$ cat src/rtl/id_stage_pkg.sv
// id_stage_pkg: shared opcode, funct and ALU-op constants plus the ID/EX control bundle.
package id_stage_pkg;

  localparam int unsigned REG_AW   = 5;
  localparam int unsigned NUM_REGS = 32;
  localparam int unsigned ALU_OP_W = 4;

  localparam logic [6:0] OPC_R      = 7'b0110011;
  localparam logic [6:0] OPC_IALU   = 7'b0010011;
  localparam logic [6:0] OPC_LOAD   = 7'b0000011;
  localparam logic [6:0] OPC_STORE  = 7'b0100011;
  localparam logic [6:0] OPC_BRANCH = 7'b1100011;

  localparam logic [2:0] F3_ADD_SUB = 3'b000;
  localparam logic [2:0] F3_SLL     = 3'b001;
  localparam logic [2:0] F3_SLT     = 3'b010;
  localparam logic [2:0] F3_XOR     = 3'b100;
  localparam logic [2:0] F3_SRL_SRA = 3'b101;
  localparam logic [2:0] F3_OR      = 3'b110;
  localparam logic [2:0] F3_AND     = 3'b111;
  localparam logic [2:0] F3_BEQ     = 3'b000;
  localparam logic [2:0] F3_BNE     = 3'b001;

  localparam logic [6:0] F7_BASE = 7'b0000000;
  localparam logic [6:0] F7_ALT  = 7'b0100000;

  typedef enum logic [ALU_OP_W-1:0] {
    ALU_ADD = 4'd0,
    ALU_SUB = 4'd1,
    ALU_AND = 4'd2,
    ALU_OR  = 4'd3,
    ALU_XOR = 4'd4,
    ALU_SLL = 4'd5,
    ALU_SRL = 4'd6,
    ALU_SRA = 4'd7,
    ALU_SLT = 4'd8
  } alu_op_e;

  typedef struct packed {
    alu_op_e alu_op;
    logic    alu_src;
    logic    mem_read;
    logic    mem_write;
    logic    reg_write;
    logic    mem_to_reg;
    logic    branch;
    logic    branch_ne;
    logic    valid;
  } ctrl_t;

endpackage

$ cat src/rtl/register_file_8bit.sv
// register_file_8bit: 32 x XLEN registers, 2 combinational reads, 1 write at posedge.
// x0 always reads 0. Macro ID_REGFILE_BYPASS_EN makes a same-cycle write visible on the read ports.
module register_file_8bit
  import id_stage_pkg::*;
#(
  parameter int unsigned XLEN = 8
) (
  input  logic              i_clock,
  input  logic              i_reset_n,
  input  logic              i_we,
  input  logic [REG_AW-1:0] i_waddr,
  input  logic [XLEN-1:0]   i_wdata,
  input  logic [REG_AW-1:0] i_raddr1,
  input  logic [REG_AW-1:0] i_raddr2,
  output logic [XLEN-1:0]   o_rdata1,
  output logic [XLEN-1:0]   o_rdata2
);

  logic [XLEN-1:0] r_regs [NUM_REGS];

  // Storage: async clear, x0 is never written so it stays 0
  always_ff @(posedge i_clock or negedge i_reset_n) begin
    if (!i_reset_n) begin
      for (int i = 0; i < int'(NUM_REGS); i++) r_regs[i] <= '0;
    end else if (i_we && (i_waddr != '0)) begin
      r_regs[i_waddr] <= i_wdata;
    end
  end

`ifdef ID_REGFILE_BYPASS_EN
  logic w_byp1;
  logic w_byp2;
  assign w_byp1   = i_we && (i_waddr != '0) && (i_waddr == i_raddr1);
  assign w_byp2   = i_we && (i_waddr != '0) && (i_waddr == i_raddr2);
  assign o_rdata1 = w_byp1 ? i_wdata : r_regs[i_raddr1];
  assign o_rdata2 = w_byp2 ? i_wdata : r_regs[i_raddr2];
`else
  assign o_rdata1 = r_regs[i_raddr1];
  assign o_rdata2 = r_regs[i_raddr2];
`endif

endmodule

$ cat src/rtl/id_stage.sv
// id_stage: decode stage of the 8-bit RV pipeline (decode, immediates, load-use stall, ID/EX register).
// Optional macro ID_REGFILE_BYPASS_EN enables write-through bypass in the register file.
module id_stage
  import id_stage_pkg::*;
#(
  parameter int unsigned PC_SIZE = 10,
  parameter int unsigned XLEN    = 8
) (
  input  logic               clock,
  input  logic               reset,
  input  logic [PC_SIZE-1:0] PC_in,
  input  logic [31:0]        instruction_in,
  input  logic               flush,
  input  logic               wb_we,
  input  logic [REG_AW-1:0]  wb_rd,
  input  logic [XLEN-1:0]    wb_data,
  input  logic               ex_mem_read,
  input  logic [REG_AW-1:0]  ex_rd,
  output logic               stall,
  output logic [PC_SIZE-1:0] PC_out,
  output logic [XLEN-1:0]    rs1_data,
  output logic [XLEN-1:0]    rs2_data,
  output logic [XLEN-1:0]    imm,
  output logic [REG_AW-1:0]  rs1,
  output logic [REG_AW-1:0]  rs2,
  output logic [REG_AW-1:0]  rd,
  output logic [3:0]         alu_op,
  output logic               alu_src,
  output logic               mem_read,
  output logic               mem_write,
  output logic               reg_write,
  output logic               mem_to_reg,
  output logic               branch,
  output logic               branch_ne,
  output logic               valid
);

  logic [6:0]        w_opcode;
  logic [6:0]        w_funct7;
  logic [2:0]        w_funct3;
  logic [REG_AW-1:0] w_rs1_idx;
  logic [REG_AW-1:0] w_rs2_idx;
  logic [REG_AW-1:0] w_rd_idx;
  logic              w_r_type;
  logic              w_alu_ok;
  alu_op_e           w_alu_op;
  ctrl_t             w_ctrl;
  logic [XLEN-1:0]   w_imm;
  logic              w_rs1_used;
  logic              w_rs2_used;
  logic [XLEN-1:0]   w_rf_rd1;
  logic [XLEN-1:0]   w_rf_rd2;
  logic              w_hazard;
  logic              w_bubble;

  ctrl_t             r_ctrl;
  logic [PC_SIZE-1:0] r_pc;
  logic [XLEN-1:0]   r_rs1_data;
  logic [XLEN-1:0]   r_rs2_data;
  logic [XLEN-1:0]   r_imm;
  logic [REG_AW-1:0] r_rs1;
  logic [REG_AW-1:0] r_rs2;
  logic [REG_AW-1:0] r_rd;

  assign w_opcode  = instruction_in[6:0];
  assign w_rd_idx  = instruction_in[11:7];
  assign w_funct3  = instruction_in[14:12];
  assign w_rs1_idx = instruction_in[19:15];
  assign w_rs2_idx = instruction_in[24:20];
  assign w_funct7  = instruction_in[31:25];
  assign w_r_type  = (w_opcode == OPC_R);

  register_file_8bit #(.XLEN(XLEN)) u_rf (
    .i_clock   (clock),
    .i_reset_n (reset),
    .i_we      (wb_we),
    .i_waddr   (wb_rd),
    .i_wdata   (wb_data),
    .i_raddr1  (w_rs1_idx),
    .i_raddr2  (w_rs2_idx),
    .o_rdata1  (w_rf_rd1),
    .o_rdata2  (w_rf_rd2)
  );

  // ALU op from funct3/funct7; funct7 only qualifies shifts for I-ALU
  always_comb begin
    w_alu_ok = 1'b1;
    w_alu_op = ALU_ADD;
    case (w_funct3)
      F3_ADD_SUB: begin
        if (w_r_type && (w_funct7 == F7_ALT))       w_alu_op = ALU_SUB;
        else if (w_r_type && (w_funct7 != F7_BASE)) w_alu_ok = 1'b0;
      end
      F3_SLL: begin
        w_alu_op = ALU_SLL;
        w_alu_ok = (w_funct7 == F7_BASE);
      end
      F3_SLT: begin
        w_alu_op = ALU_SLT;
        w_alu_ok = !w_r_type || (w_funct7 == F7_BASE);
      end
      F3_XOR: begin
        w_alu_op = ALU_XOR;
        w_alu_ok = !w_r_type || (w_funct7 == F7_BASE);
      end
      F3_OR: begin
        w_alu_op = ALU_OR;
        w_alu_ok = !w_r_type || (w_funct7 == F7_BASE);
      end
      F3_AND: begin
        w_alu_op = ALU_AND;
        w_alu_ok = !w_r_type || (w_funct7 == F7_BASE);
      end
      F3_SRL_SRA: begin
        if (w_funct7 == F7_ALT)       w_alu_op = ALU_SRA;
        else if (w_funct7 == F7_BASE) w_alu_op = ALU_SRL;
        else                          w_alu_ok = 1'b0;
      end
      default: w_alu_ok = 1'b0;
    endcase
  end

  // Main decode: control, immediate and source-register usage; unknown encodings stay all-zero
  always_comb begin
    w_ctrl     = '0;
    w_imm      = '0;
    w_rs1_used = 1'b0;
    w_rs2_used = 1'b0;
    case (w_opcode)
      OPC_R: if (w_alu_ok) begin
        w_ctrl.alu_op    = w_alu_op;
        w_ctrl.reg_write = 1'b1;
        w_ctrl.valid     = 1'b1;
        w_rs1_used       = 1'b1;
        w_rs2_used       = 1'b1;
      end
      OPC_IALU: if (w_alu_ok) begin
        w_ctrl.alu_op    = w_alu_op;
        w_ctrl.alu_src   = 1'b1;
        w_ctrl.reg_write = 1'b1;
        w_ctrl.valid     = 1'b1;
        w_rs1_used       = 1'b1;
        w_imm            = XLEN'(instruction_in[27:20]);
      end
      OPC_LOAD: begin
        w_ctrl.alu_op     = ALU_ADD;
        w_ctrl.alu_src    = 1'b1;
        w_ctrl.mem_read   = 1'b1;
        w_ctrl.mem_to_reg = 1'b1;
        w_ctrl.reg_write  = 1'b1;
        w_ctrl.valid      = 1'b1;
        w_rs1_used        = 1'b1;
        w_imm             = XLEN'(instruction_in[27:20]);
      end
      OPC_STORE: begin
        w_ctrl.alu_op    = ALU_ADD;
        w_ctrl.alu_src   = 1'b1;
        w_ctrl.mem_write = 1'b1;
        w_ctrl.valid     = 1'b1;
        w_rs1_used       = 1'b1;
        w_rs2_used       = 1'b1;
        w_imm            = XLEN'({instruction_in[27:25], instruction_in[11:7]});
      end
      OPC_BRANCH: if ((w_funct3 == F3_BEQ) || (w_funct3 == F3_BNE)) begin
        w_ctrl.alu_op    = ALU_SUB;
        w_ctrl.branch    = 1'b1;
        w_ctrl.branch_ne = (w_funct3 == F3_BNE);
        w_ctrl.valid     = 1'b1;
        w_rs1_used       = 1'b1;
        w_rs2_used       = 1'b1;
        // B-imm[9:2]: word offset of the byte displacement
        w_imm            = XLEN'({instruction_in[29:25], instruction_in[11:9]});
      end
      default: ;
    endcase
  end

  // Load-use hazard against the load now in EX; flush and reset both override it
  assign w_hazard = ex_mem_read && (ex_rd != '0) &&
                    ((w_rs1_used && (ex_rd == w_rs1_idx)) || (w_rs2_used && (ex_rd == w_rs2_idx)));
  assign stall    = reset && !flush && w_hazard;
  assign w_bubble = flush || w_hazard || !w_ctrl.valid;

  // ID/EX pipeline register; bubbles clear the whole bundle
  always_ff @(posedge clock or negedge reset) begin
    if (!reset) begin
      r_ctrl     <= '0;
      r_pc       <= '0;
      r_rs1_data <= '0;
      r_rs2_data <= '0;
      r_imm      <= '0;
      r_rs1      <= '0;
      r_rs2      <= '0;
      r_rd       <= '0;
    end else if (w_bubble) begin
      r_ctrl     <= '0;
      r_pc       <= '0;
      r_rs1_data <= '0;
      r_rs2_data <= '0;
      r_imm      <= '0;
      r_rs1      <= '0;
      r_rs2      <= '0;
      r_rd       <= '0;
    end else begin
      r_ctrl     <= w_ctrl;
      r_pc       <= PC_in;
      r_rs1_data <= w_rf_rd1;
      r_rs2_data <= w_rs2_used ? w_rf_rd2 : '0;
      r_imm      <= w_imm;
      r_rs1      <= w_rs1_idx;
      r_rs2      <= w_rs2_used ? w_rs2_idx : '0;
      r_rd       <= w_ctrl.reg_write ? w_rd_idx : '0;
    end
  end

  assign PC_out     = r_pc;
  assign rs1_data   = r_rs1_data;
  assign rs2_data   = r_rs2_data;
  assign imm        = r_imm;
  assign rs1        = r_rs1;
  assign rs2        = r_rs2;
  assign rd         = r_rd;
  assign alu_op     = r_ctrl.alu_op;
  assign alu_src    = r_ctrl.alu_src;
  assign mem_read   = r_ctrl.mem_read;
  assign mem_write  = r_ctrl.mem_write;
  assign reg_write  = r_ctrl.reg_write;
  assign mem_to_reg = r_ctrl.mem_to_reg;
  assign branch     = r_ctrl.branch;
  assign branch_ne  = r_ctrl.branch_ne;
  assign valid      = r_ctrl.valid;

endmodule

$ cat config.mk
export PLATFORM = sky130hd
export DESIGN_NAME = id_stage
export DESIGN_NICKNAME = d
export VERILOG_FILES = /design/src/rtl/id_stage_pkg.sv /design/src/rtl/register_file_8bit.sv /design/src/rtl/id_stage.sv
export SDC_FILE = /design/constraint.sdc
export NUM_CORES = 1
export LEC_CHECK = 0
export CORE_ASPECT_RATIO = 0.8
export CORE_MARGIN = 10
export CORE_UTILIZATION = 25
export CTS_CLUSTER_DIAMETER = 50
export DETAILED_ROUTE_END_ITERATION = 16
export PLACE_DENSITY = 0.49
export SYNTH_ARGS = -nofsm -noshare
export SYNTH_HDL_FRONTEND = slang
export SYNTH_SLANG_ARGS = --single-unit
$ cat constraint.sdc
create_clock -name clock -period 3.5 [get_ports clock]
set_input_delay 1.05 -clock clock [delete_from_list [all_inputs] [get_ports clock]]
set_output_delay 1.05 -clock clock [all_outputs]
set_load 0.01 [all_outputs]
==> results of run 1 <==
synthesized netlist by cell type (2+ instances only):
cell / number / area share, %
dfrtp_1: 316 / 49
mux2_2: 248 / 17
mux4_2: 152 / 21
clkbuf_1: 61 / 1.4
nor2_1: 47 / 1.1
nand2_1: 38 / 0.88
a21oi_1: 25 / 0.77
inv_1: 24 / 0.55
nor3_1: 24 / 0.74
buf_2: 19 / 0.59
mux2i_1: 16 / 0.99
nand3_1: 13 / 0.40
o21ai_0: 11 / 0.34
buf_6: 10 / 0.69
nand2b_1: 9 / 0.35
o22ai_1: 9 / 0.35
buf_4: 7 / 0.32
nor2b_1: 7 / 0.27
xnor2_1: 6 / 0.32
a22oi_1: 5 / 0.23
a2bb2oi_1: 5 / 0.27
nand4_1: 5 / 0.19
a21oi_2: 4 / 0.22
xor2_1: 4 / 0.22
inv_2: 3 / 0.069
nand4b_1: 3 / 0.16
or3_1: 3 / 0.12
a31o_2: 2 / 0.11
clkinv_1: 2 / 0.046
nor3_2: 2 / 0.12
nor3b_1: 2 / 0.092
nor4_1: 2 / 0.077
nor4_2: 2 / 0.15
o211ai_2: 2 / 0.15
worst max-delay path, cell delays in order:
cell and delay (ns):
clkdlybuf4s15_2 0.22, or4_4 0.54, nor2_4 0.12, buf_4 0.13
nor4_4 0.05, o21ai_1 0.11, a21oi_1 0.10, buf_2 0.16
final cells by class:
class | count | area [sq um] | area share (%)
flip-flops and latches | 316 | 7908 | 38.32
multi-input cells | 657 | 7868 | 38.13
repair buffers | 252 | 2278 | 11.04
clock buffers | 56 | 1207 | 5.852
well taps | 850 | 1064 | 5.154
clock inverters | 18 | 195.2 | 0.9460
inverters | 29 | 108.9 | 0.5276
diodes | 2 | 5.005 | 0.02426
sequential cells by signal, indices dropped and copies added, names as in the netlist:
| signal | count |
|---|---|
| u_rf.r_regs | 256 |
| PC_out | 10 |
| alu_op | 4 |
| imm | 8 |
| alu_src | 1 |
| rs1 | 5 |
| rs1_data | 8 |
| mem_read | 1 |
| reg_write | 1 |
| branch_ne | 1 |
| branch | 1 |
| rs2_data | 8 |
| mem_write | 1 |
| rs2 | 5 |
| valid | 1 |
| rd | 5 |
report_power, final:
group	internal, mW	switching [mW]
Sequential	4.22	0.383
Clock	2.66	1.67
Combinational	1.22	0.784
Total	8.09	2.84
worst max-delay path by stage:
stage	end	slack (ns)	cells past startpoint
floorplan	stall	0.19	7
global placement	stall	-0.88	7
detailed placement	stall	-0.81	8
CTS	stall	0.003	7
global route	stall	-0.05	8
finish	stall	-0.02	8
per-stage QoR:
stage / instances / setup WS (ns)
final: 2180 / -0.01849
after global routing: 2178 / -0.04901
after CTS: 2177 / 0.002634
after detailed placement: 2084 / -0.8115
after global placement: 2084 / -0.8755
after floorplan: 1100 / 0.1927
cell families after synthesis:
logic type / Yosys count / synth area share [%]
compound gates: 68 / 2.720
xor+xnor: 10 / 0.5394
buf+inv: 127 / 3.707
flops: 316 / 48.70
mux: 416 / 39.27
simple gates: 163 / 5.063
layer usage:
| layer | vias to the layer above | wire, um |
|---|---|---|
| met5 | - | 17 |
| met4 | 2 | 736 |
| met3 | 58 | 3283 |
| met2 | 350 | 22360 |
| met1 | 5675 | 25350 |
| li1 | 4568 | - |
timing repair:
action | CTS | global route
gates resized for setup | 69 | 31
pin swaps | 16 | 15
setup endpoints to repair | 1 | 2
hold buffers | 0 | 0
setup buffers | 20 | 1
==> results.ini, run 1 <==
[power_and_ir_drop]
finalPower_mw=10.94
power.density_nw_per_um2=530.0
ir_drop_mv=0.3031
leakage_nw=8.731

[status]
violations=negative setup slack
status=finished, violations left

[worst_setup_path]
worstPathRequired_ns=2.45
r2r_start=u_rf.r_regs[69]
cp.arrival_ns=2.47
reg2reg_depth=5
path_max_fanout=3
crit_type=in2out
cp-start-kind=input pin
cp-startpoint=ex_rd[1]
r2r_slack_ns=1.50
endpoint_kind=output pin
r2r-end=rs2_data[5]

[cells_and_area]
utilization_pct=32.10
final_cell_area_sq_um=20630
drive_gt1_share_pct=48.87
nNetsFinal=1363
fillCellCount=6347
final_cell_mix=dfrtp_1, mux2_2, mux4_2
area_delta_synth_final_pct=27.08
final_common_cell=dfrtp_1

[clock_tree]
root_buffer=clkbuf_16
cts_tree=built
insertion_delay_ns=0.54
clock_path_buffers=3
htreeDepth=2
cts_sinks=316
clk_pin_slew_worst_paths_ns=0.05
cts_buffers=42

[yosys]
synthesis.area_sq_um=16240
synth-edff-count=0
synth_cell_type_count=46
avgSynthCellArea_sq_um=14.76
synthArstFlopShare_pct=100.0
synthFlopType=dfrtp_1
yosysWarnings=0
synth.ff_latch_count=316
syn_inst=1100
ys_seq_area_share_pct=48.70
syn-num-nets=1165

[sta]
fmax_mhz=284.2
setup_viol=1
min_period_ns=3.518
setup_slack_ns=-0.01849
finalMaxSlewViolations=0
maxSlewHeadroom_pct=33.75
finalCritPeriodShare_pct=100.5
grt_setup_unrepaired=yes
fin_setup_tns_ns=-0.01849
final_hold_viol_count=0
hold_ws_ns=0.3951
final.setup_skew_ns=0.01316
worstMarginPinSlew_ns=0.9938

[floorplan]
fp.dieH_um=247.9
initial_utilization_pct=25.26
die_w_um=304.9
ios=127
coreArea_sq_um=64280
rows=83
die_area_sq_um=75600

[route]
drt-pass1-iter-count=5
vias_per_cell=4.887
wl_per_cell_um=23.74
drc=0
postRouteAntennaNets=0
num_vias=10653
drtIter0Drc=755
routed_wl_mm=51.75

[global_route]
grt_pass1_vias=11097
busiest_layer=met2
antenna_found_initial=5
grt_pass1_wl_mm=77.47
use_met1_pct=19.66
grt_usage_pct=13.51
grt_use_met3_pct=3.101
met2_usage_pct=20.38
overflow=0
grt_max_degree=162

[hold_path]
min_path_type=reg2reg
worstHoldPathCells=0
whs_endpoint=u_rf.r_regs[253]
hp-start=u_rf.r_regs[253]

[job]
drv_cap=0

[placed_design]
placed_area_sq_um=18980
gp_congestion=0.8487
dp_hpwl_mm=34.41
numPortBuffers=126

No activity file was read; power rests on OpenSTA's default activity.
==> run 2, diff against run 1 <==
--- a/config.mk
+++ b/config.mk
@@ -11,6 +11,7 @@
 export CTS_CLUSTER_DIAMETER = 50
 export DETAILED_ROUTE_END_ITERATION = 16
 export PLACE_DENSITY = 0.49
+export SLEW_MARGIN = 20
 export SYNTH_ARGS = -nofsm -noshare
 export SYNTH_HDL_FRONTEND = slang
 export SYNTH_SLANG_ARGS = --single-unit
==> results of run 2 <==
Final layout, timing and power as in run 1 (identical DEF).
==> run 3, diff against run 2 <==
--- a/config.mk
+++ b/config.mk
@@ -5,12 +5,14 @@
 export SDC_FILE = /design/constraint.sdc
 export NUM_CORES = 1
 export LEC_CHECK = 0
+export ABC_CLOCK_PERIOD_IN_PS = 3500
 export CORE_ASPECT_RATIO = 0.8
 export CORE_MARGIN = 10
 export CORE_UTILIZATION = 25
 export CTS_CLUSTER_DIAMETER = 50
 export DETAILED_ROUTE_END_ITERATION = 16
-export PLACE_DENSITY = 0.49
+export DONT_BUFFER_PORTS = 1
+export PLACE_DENSITY = 0.46
 export SLEW_MARGIN = 20
 export SYNTH_ARGS = -nofsm -noshare
 export SYNTH_HDL_FRONTEND = slang
==> run 3 against run 2 <==
  * The flow now finishes without violations
  * Non-clock buffer count down 209
  * First-iteration DRC count down 7.9%
  * Register-to-register slack worse by 0.18 ns
  * Critical path type unchanged
  * Final area down 9.9%
  * Die area unchanged
  * Core utilization shrank 3.2 points
  * Maximum frequency grew 5.3%
==> results.ini, run 3 (synthesis gave the netlist of run 1 again) <==
[power_and_ir_drop]
combPwrFrac_pct=15.0
leakage_nw=7.770
power.internal_mw=7.903
ir_drop_mv=0.2330
p_sw_share_pct=24.73
clockPowerShare_pct=41.1
p_seq_share_pct=43.9
netSwitchingPower_mw=2.597
power.density_nw_per_um2=564.9

[sta]
finalMaxSlewViolations=0
setup_slack_ns=0.1584
maxSlewHeadroom_pct=45.03
final_hold_viol_count=0
hold_ws_ns=0.2178
min_period_ns=3.342
setup_viol=0
worstMarginPinSlew_ns=0.8195
final.setup_skew_ns=0.03189
grt_setup_unrepaired=no
finalCritPeriodShare_pct=95.47
fmax_mhz=299.3
fin_setup_tns_ns=0

[route]
drc=0
routed_wl_mm=50.59
num_vias=9860
wl_per_cell_um=25.68
drt-pass1-iter-count=4
drtIter0Drc=695
postRouteAntennaNets=0
vias_per_cell=5.005

[hold_path]
min_path_type=in2async

[global_route]
overflow=0
grt_pass1_vias=10399
antenna_found_initial=0
grt_max_degree=318
grt_usage_pct=13.26
grt_pass1_wl_mm=75.03

[clock_tree]
clock_path_buffers=3
cts_buffers=42
insertion_delay_ns=0.56
postCtsSetupRepairBufs=0
cts_sinks=316
cts_hold_buf=0
root_buffer=clkbuf_16
cts_tree=built
htreeDepth=2
clk_pin_slew_worst_paths_ns=0.05
cts_resized=0

[floorplan]
initial_utilization_pct=25.26
fp.dieH_um=247.9
ios=127
coreArea_sq_um=64280
rows=83
die_w_um=304.9
die_area_sq_um=75600

[placed_design]
numPortBuffers=0
dp_hpwl_mm=31.85
dp_worst_setup_slack_ns=0.1496
gp_congestion=0.8072
placed_area_sq_um=17180

[worst_setup_path]
r2r-end=rs2_data[7]
path_max_fanout=68
r2r_start=u_rf.r_regs[199]
crit_type=in2out
endpoint_kind=output pin
cp.arrival_ns=2.29
r2r_slack_ns=1.32
cp-startpoint=instruction_in[22]
worstPathRequired_ns=2.45
reg2reg_depth=4
cp-start-kind=input pin

[cells_and_area]
final_common_cell=dfrtp_1
utilization_pct=28.91
diodes=0
final_cell_mix=dfrtp_1, mux2_2, mux4_2
regMostFlops=u_rf.r_regs
largest_reg_flops=256
drive_gt1_share_pct=47.68
final_cell_area_sq_um=18590
area_delta_synth_final_pct=14.46
nNetsFinal=1154

[job]
drv_cap=0

[status]
status=complete, no violations

==> run 3: changes by cell type in the layout (fill, tap and decap cells not counted), moves of 4 or more <==
cell / before / now
buf_12: 9 / 3
buf_4: 119 / 40
clkbuf_2: 7 / 0
clkbuf_8: 4 / 8
clkdlybuf4s15_1: 5 / 0
clkdlybuf4s50_1: 92 / 0
dlygate4sd2_1: 9 / 0
==> run 3: metal layers <==
metal  GRT usage (%)  routed length (um)
met2           19.27               21320
met5               0                   0
met1           19.13               24520
met4           2.622                 777
met3           4.078                3966
==> run 3: worst max path at each step <==
stage,to,slack (ns)
detailed placement,stall,0.15
floorplan,stall,0.19
global route,stall,0.03
CTS,stall,0.14
global placement,stall,0.12
finish,stall,0.16
==> run 3: area by class of cell <==
type | count | area [sq um]
multi-input combinational | 657 | 7742
fill | 6382 | 45700
clock buffer | 55 | 1201
sequential | 316 | 7908
timing repair buffer | 43 | 360.3
inverter | 29 | 108.9
tap | 850 | 1064
clock inverter | 20 | 201.4
==> run 3: power by group through the flow <==
stage / Combinational (mW) / Clock [mW] / Sequential [mW]
after detailed placement: 1.58 / 0 / 4.67
final: 1.57 / 4.32 / 4.61
after global routing: 1.68 / 4.60 / 4.69
after floorplan: 1.42 / 0 / 4.53
after global placement: 1.55 / 0 / 4.64
after CTS: 1.59 / 4.44 / 4.60
==> run 3: per-stage QoR <==
step           instances  power, mW
6_report            1970      10.50
5_1_grt             1970      10.98
4_1_cts             1970      10.63
3_5_place_dp        1895      6.248
3_3_place_gp        1895      6.188
2_1_floorplan       1100      5.953
==> run 3: worst max-delay path, stage by stage <==
cell,delay [ns]
xnor2_1,0.17
nand4_1,0.10
nor4_1,0.34
o211ai_2,0.24
a21oi_1,0.18
buf_4,0.14
